<file path="src/rtl/vec_pack_pkg.sv">
// Shared types for the serial-to-parallel lane packer.
// State encoding plus a helper for the lane-count width.
package vec_pack_pkg;

  typedef enum logic {
    VP_FILL = 1'b0,
    VP_FULL = 1'b1
  } vp_state_e;

  function automatic int vp_cw(input int n);
    return $clog2(n + 1);
  endfunction

endpackage

</file>
<file path="src/rtl/vector_lane_packer.sv">
// Packs a WIDTH-bit sample stream into NUM_LANE-wide vectors.
// Optional VEC_PACK_ZERO_PAD_EN: emit short frames zero-padded.
module vector_lane_packer
  import vec_pack_pkg::*;
#(
  parameter int NUM_LANE = 4,
  parameter int WIDTH    = 8,
  localparam int CW      = vp_cw(NUM_LANE)
) (
  input  logic             clk,
  input  logic             rst_n,
  input  logic             ena,
  input  logic             s_valid,
  output logic             s_ready,
  input  logic [WIDTH-1:0] s_data,
  input  logic             s_last,
  output logic             m_valid,
  input  logic             m_ready,
  output logic [WIDTH-1:0] m_data [NUM_LANE],
  output logic [CW-1:0]    m_count,
  output logic             m_last,
  output logic             err_short
);

  localparam int IW = $clog2(NUM_LANE);
  localparam logic [IW-1:0] LAST_IDX = IW'(NUM_LANE - 1);
  localparam logic [CW-1:0] FULL_CNT = CW'(NUM_LANE);

  vp_state_e        state_q, state_d;
  logic [IW-1:0]    idx_q, idx_d;
  logic [WIDTH-1:0] lanes_q [NUM_LANE];
  logic [WIDTH-1:0] lanes_d [NUM_LANE];
  logic [CW-1:0]    count_q, count_d;
  logic             last_q, last_d;
  logic             err_q, err_d;

  logic          acc;
  logic          drain;
  logic [IW-1:0] wr;

  assign s_ready = ena & ((state_q == VP_FILL) | m_ready);
  assign acc     = s_valid & s_ready;
  assign drain   = (state_q == VP_FULL) & m_ready;
  // A sample taken while draining always starts a new vector.
  assign wr      = (state_q == VP_FULL) ? '0 : idx_q;

  always_comb begin
    state_d = state_q;
    idx_d   = idx_q;
    lanes_d = lanes_q;
    count_d = count_q;
    last_d  = last_q;
    err_d   = 1'b0;
    if (drain) begin
      state_d = VP_FILL;
      count_d = '0;
      last_d  = 1'b0;
      for (int i = 0; i < NUM_LANE; i++) lanes_d[i] = '0;
    end
    if (acc) begin
      lanes_d[wr] = s_data;
      if (wr == LAST_IDX) begin
        state_d = VP_FULL;
        count_d = FULL_CNT;
        last_d  = s_last;
        idx_d   = '0;
      end else if (s_last) begin
`ifdef VEC_PACK_ZERO_PAD_EN
        state_d = VP_FULL;
        count_d = CW'(wr) + CW'(1);
        last_d  = 1'b1;
        idx_d   = '0;
`else
        for (int i = 0; i < NUM_LANE; i++) lanes_d[i] = '0;
        state_d = VP_FILL;
        idx_d   = '0;
        err_d   = 1'b1;
`endif
      end else begin
        idx_d = wr + IW'(1);
      end
    end
  end

  always_ff @(posedge clk or negedge rst_n) begin
    if (!rst_n) begin
      state_q <= VP_FILL;
      idx_q   <= '0;
      count_q <= '0;
      last_q  <= 1'b0;
      err_q   <= 1'b0;
      for (int i = 0; i < NUM_LANE; i++) lanes_q[i] <= '0;
    end else begin
      state_q <= state_d;
      idx_q   <= idx_d;
      count_q <= count_d;
      last_q  <= last_d;
      err_q   <= err_d;
      lanes_q <= lanes_d;
    end
  end

  assign m_valid   = (state_q == VP_FULL);
  assign m_data    = lanes_q;
  assign m_count   = count_q;
  assign m_last    = last_q;
  assign err_short = err_q;

endmodule

</file>
<file path="config.mk">
export PLATFORM = sky130hd
export DESIGN_NAME = vector_lane_packer
export DESIGN_NICKNAME = d
export VERILOG_FILES = /design/src/rtl/vec_pack_pkg.sv /design/src/rtl/vector_lane_packer.sv
export SDC_FILE = /design/constraint.sdc
export NUM_CORES = 1
export LEC_CHECK = 0
export CORE_ASPECT_RATIO = 1.5
export CORE_MARGIN = 3
export CORE_UTILIZATION = 41
export DETAILED_ROUTE_END_ITERATION = 12
export PLACE_DENSITY = 0.8
export SLEW_MARGIN = 20
export SYNTH_ARGS = -nofsm -noshare
export SYNTH_HDL_FRONTEND = slang
export SYNTH_SLANG_ARGS = --single-unit
</file>
<file path="constraint.sdc">
create_clock -name clk -period 1.6 [get_ports clk]
set_clock_uncertainty 0.2 [all_clocks]
set_input_delay 0.32 -clock clk [delete_from_list [all_inputs] [get_ports clk]]
set_output_delay 0.32 -clock clk [all_outputs]
set_load 0.02 [all_outputs]
</file>
* After elaboration in Yosys (flattened, before gate mapping) *
Cells that the tools add are included.

word-level totals
  logic and storage cells = 43
  bits in registers = 40

operators by class
  equal/unequal tests = 1
  bitwise operators = 6
  mux-type cells = 23
  $lt $le $gt $ge = 2
  reduce and logical (&&, ||, !) cells = 1
  $add $sub $neg = 1

operator list
  operator                                             count
  2-to-1 mux 32 bit                                    4
  bitwise mux 32 bit                                   1
  demux 8 bit (select 2 bit)                           1
  2-to-1 mux 1 bit                                     10
  2-to-1 mux 3 bit                                     3
  2-to-1 mux 8 bit                                     1
  2-to-1 mux 2 bit                                     3
  bitwise AND 1 bit                                    3
  >= comparator 3 bit (second input constant)          1
  < comparator 3 x 1 -> 1 bit (second input constant)  1
  NOT 2 -> 3 bit                                       1
  adder 2 x 1 -> 2 bit (second input constant)         1
  equality test 2 bit (second input constant)          1
  logical AND 1 bit                                    1
  NOT 1 bit                                            1
  OR 1 bit                                             1

* Longest topological paths before layout *
Gate-level depths: netlist (run 1).

  depth in word-level cells = 10
  gate-level depth with buffers = 6
  mapped depth without buffers = 3

* Worst setup path after synthesis (run 1) *
OpenSTA, ideal clock, no wires.

  kind = register -> register
  from = register state_q (netlist: m_valid)
  to = register lanes_q, in the netlist m_data[0]
  path buffers = 2
  stages on the path, launching flop included = 6
  slack = -0.055 ns
  clock period less this slack = 1.655 ns
  data arrival time = 1.333 ns
  cells stage by stage = dfrtp_1 > buf_4 > and3b_1 > and3_1 > buf_6 > a32o_1

RTL lines
  what                      line                      source
  start: declaration        vector_lane_packer.sv:29  vp_state_e state_q, state_d;
  start signal: assignment  vector_lane_packer.sv:94  state_q <= state_d;
  end signal: assignment    vector_lane_packer.sv:99  lanes_q <= lanes_d;
  end: declaration          vector_lane_packer.sv:31  logic [WIDTH-1:0] lanes_q [NUM_LANE];

* Worst setup path after layout (run 1) *
  from = register state_q (netlist: m_valid)
  to = output m_valid

RTL lines
  what              line                      source
  end: declaration  vector_lane_packer.sv:17  output logic m_valid,

No word-level cell between the ends.

==> flow_summary.json, run 1 <==
{
  "outcome": "finished with violations",
  "violations": "setup timing",
  "max_slew_margin_pct": 73.51,
  "synth_most_common_cell": "dfrtp_1",
  "finalCritPeriodShare_pct": 101.7,
  "rsz0062_at_grt": "yes",
  "dpl.hpwl_mm": 3.141,
  "synth-seq-cells": 40,
  "num-fill-cells": 315,
  "core_area_um2": 3784,
  "drt_wl_total_mm": 4.734,
  "grt_pass1_wl_mm": 7.721,
  "root_buffer": "clkbuf_8",
  "crit_path_end_kind": "output pin",
  "worstSkewPairLatency_ns": 0.29,
  "wl_per_cell_um": 21.04,
  "cp_common_cell": "buf_6",
  "final-max-slew-violation-count": 0,
  "pwr_density_cell_nw_per_um2": 1480,
  "via_per_inst": 6.076,
  "synth_area_um2": 1649,
  "setup_viol": 14,
  "synth_top_area_share_pct": 60.70,
  "report.power.total_uw": 3632,
  "drt_iter0_drc": 50,
  "synth_mux_area_share_pct": 1.290,
  "drive_above_1_share_pct": 25.27,
  "area_delta_synth_final_pct": 48.86,
  "antenna_cells": 0,
  "design_area_um2": 2455,
  "synth_edf_count": 0,
  "worst_pin_slew_ns": 0.3974,
  "netlist_instances": 116,
  "critPathLaunchType": "register",
  "fmax_mhz": 614.8,
  "critical-path-max-stage-delay_ns": 0.43,
  "synth_area_leaders": "dfrtp_1 (61%), a32o_1 (19%), o211ai_2 (3.0%)",
  "crit_arrival_ns": 1.11,
  "hold_viol": 0,
  "start_util_pct": 43.58,
  "grt_pass1_vias": 1487,
  "synth_top_family_by_area": "compound AO/OA/AOI/OAI gates",
  "p_leak_uw": 0.001229,
  "avgSynthCellArea_um2": 14.22,
  "die_area_um2": 4835,
  "vias": 1367,
  "ys.flop_type": "dfrtp_1",
  "synth_warnings": 0,
  "fin_nets": 195,
  "yosys.area_share.xor_xnor_pct": 0,
  "grtUsageTotal_pct": 21.12,
  "htree_levels": 2,
  "synth_nets": 130,
  "overflow": 0,
  "synth_common_cells": "dfrtp_1 (40), a32o_1 (32), nand2_1 (6), and3_1 (4), o211ai_2 (4)",
  "setup-tns-final_ns": -0.1790,
  "drt-pass1-iter-count": 4,
  "io_pins": 53,
  "critPathRequiredTime_ns": 1.08,
  "place.gp.congestion": 0.7917,
  "cts.sinks": 40,
  "die_width_um": 57.78,
  "crit_type": "register to output pin",
  "vdd_drop_max_mv": 1.000,
  "cts_buffers": 5,
  "cp_slowest_cell": "dfrtp_2",
  "ys_types": 28,
  "crit_chain": "buf_6 > buf_6 > buf_6",
  "drv_cap": 0,
  "synth_adder_area_share_pct": 0,
  "port_buffers": 52,
  "synth_simple_gate_area_share_pct": 8.953,
  "fin_crit_ns": 1.627,
  "setup_slack_ns": -0.02650,
  "placed_area_um2": 2261,
  "async_flop_share_pct": 100.0,
  "grt_max_degree": 37,
  "holdCritPathClass": "input pin to async pin",
  "synth_compound_area_share_pct": 24.51,
  "ant_nets": 0,
  "antenna_found_initial": 0,
  "row_count": 27,
  "ys_seq_area_share_pct": 60.70,
  "cts_tree": "done",
  "drc": 0,
  "yosysTopAreaCell": "dfrtp_1",
  "worst-path-max-fanout": 7,
  "cts_max_path_buffers": 2,
  "clk_pin_slew_ns": 0.08,
  "die_h_um": 83.68
}
-- cell type report --
cell class / instances / area [um2] / area share, %
clock buffers: 7 / 76.32 / 3.109
clock inverters: 1 / 8.758 / 0.3568
inverters: 2 / 7.507 / 0.3058
multi-input cells: 66 / 679.4 / 27.68
flip-flops and latches: 40 / 1005 / 40.93
well taps: 43 / 53.80 / 2.192
repair buffers: 66 / 624.3 / 25.43
-- worst paths after layout --
path                             from    endpoint  slack (ns)  cells past startpoint
setup / recovery              m_valid     m_valid       -0.03                      3
hold / removal                  rst_n   m_data[2]        0.28                      2
setup reg to reg              m_valid   m_data[5]       -0.02                      5
hold reg to reg            m_count[2]  m_count[2]        0.28                      2
max in group asynchronous       rst_n    idx_q[0]        0.45                      3
min in group clk           m_count[2]  m_count[2]        0.28                      2
-- registers in the layout (all words and copies together) (netlist names) --
name and flops:
m_valid 1, m_data 32, m_count 3, m_last 1, idx_q 2, err_short 1
-- worst max-delay path, delay by kind of cell (launching register included) --
| family | cells | cell delay, ns |
|---|---|---|
| flip-flops | 1 | 0.43 |
| buffers and inverters | 3 | 0.39 |
-- placed cells by master (no fill, tap or decap), types with 3 or more instances in the layout --
| cell type | instances |
|---|---|
| buf_6 | 8 |
| o211ai_4 | 4 |
| clkbuf_8 | 5 |
| a32o_1 | 31 |
| clkdlybuf4s50_1 | 10 |
| nand2_1 | 5 |
| dfrtp_1 | 37 |
| dfrtp_2 | 3 |
| and3_4 | 3 |
| buf_4 | 5 |
| dlygate4sd2_1 | 39 |
-- stage by stage --
stage / setup WS [ns] / std cells / utilization (%) / hold WS [ns]
finish: -0.02650 / 225 / 64.88 / 0.2772
floorplan: 0.008550 / 116 / - / -0.1756
CTS: -0.02144 / 223 / 63.53 / 0.2822
detailed placement: -0.5838 / 213 / 59.76 / 0.06817
global route: -0.07041 / 225 / 64.88 / 0.2942
global placement: -0.5913 / 213 / 59.76 / 0.05337
-- layer usage --
layer | routed length [um] | share of wire (%) | vias up | global-route usage [%]
met5 | 0 | 0 | - | 0
met4 | 83 | 1.8 | 0 | 9.494
met3 | 346 | 7.3 | 9 | 6.656
met2 | 2565 | 54 | 60 | 33.23
met1 | 1738 | 37 | 694 | 26.04
li1 | - | - | 604 | -
-- where the power goes --
group	internal [uW]	leakage (uW)	switching (uW)
clock network	311	0.0000424	350
logic	665	0.000651	796
registers	1300	0.000535	209
-- cells by family (layout without fill, tap and decap cells) --
family | after synthesis | count (layout)
flip-flops | 40 | 40
buffers and inverters | 11 | 76
multiplexers | 2 | 2
AND/OR/NAND/NOR | 23 | 24
AO/OA/AOI/OAI | 40 | 40
-- repair_timing --
action / CTS / global route
hold buffers: 1 / 0
buffers inserted: 1 / 1
endpoints found under the setup margin: 77 / 37
pin swaps: 13 / 11
endpoints found under the hold margin: 16 / 0
gates resized for setup: 72 / 10
gates cloned: 0 / 1
No activity file was read; power rests on OpenSTA's default activity.
==> run 2: changes to the inputs <==
--- a/config.mk
+++ b/config.mk
@@ -14,3 +14,4 @@
 export SYNTH_ARGS = -nofsm -noshare
 export SYNTH_HDL_FRONTEND = slang
 export SYNTH_SLANG_ARGS = --single-unit
+export TNS_END_PERCENT = 100
==> results of run 2 <==
Same layout as run 1: the final DEF is identical, and so are final timing and power.
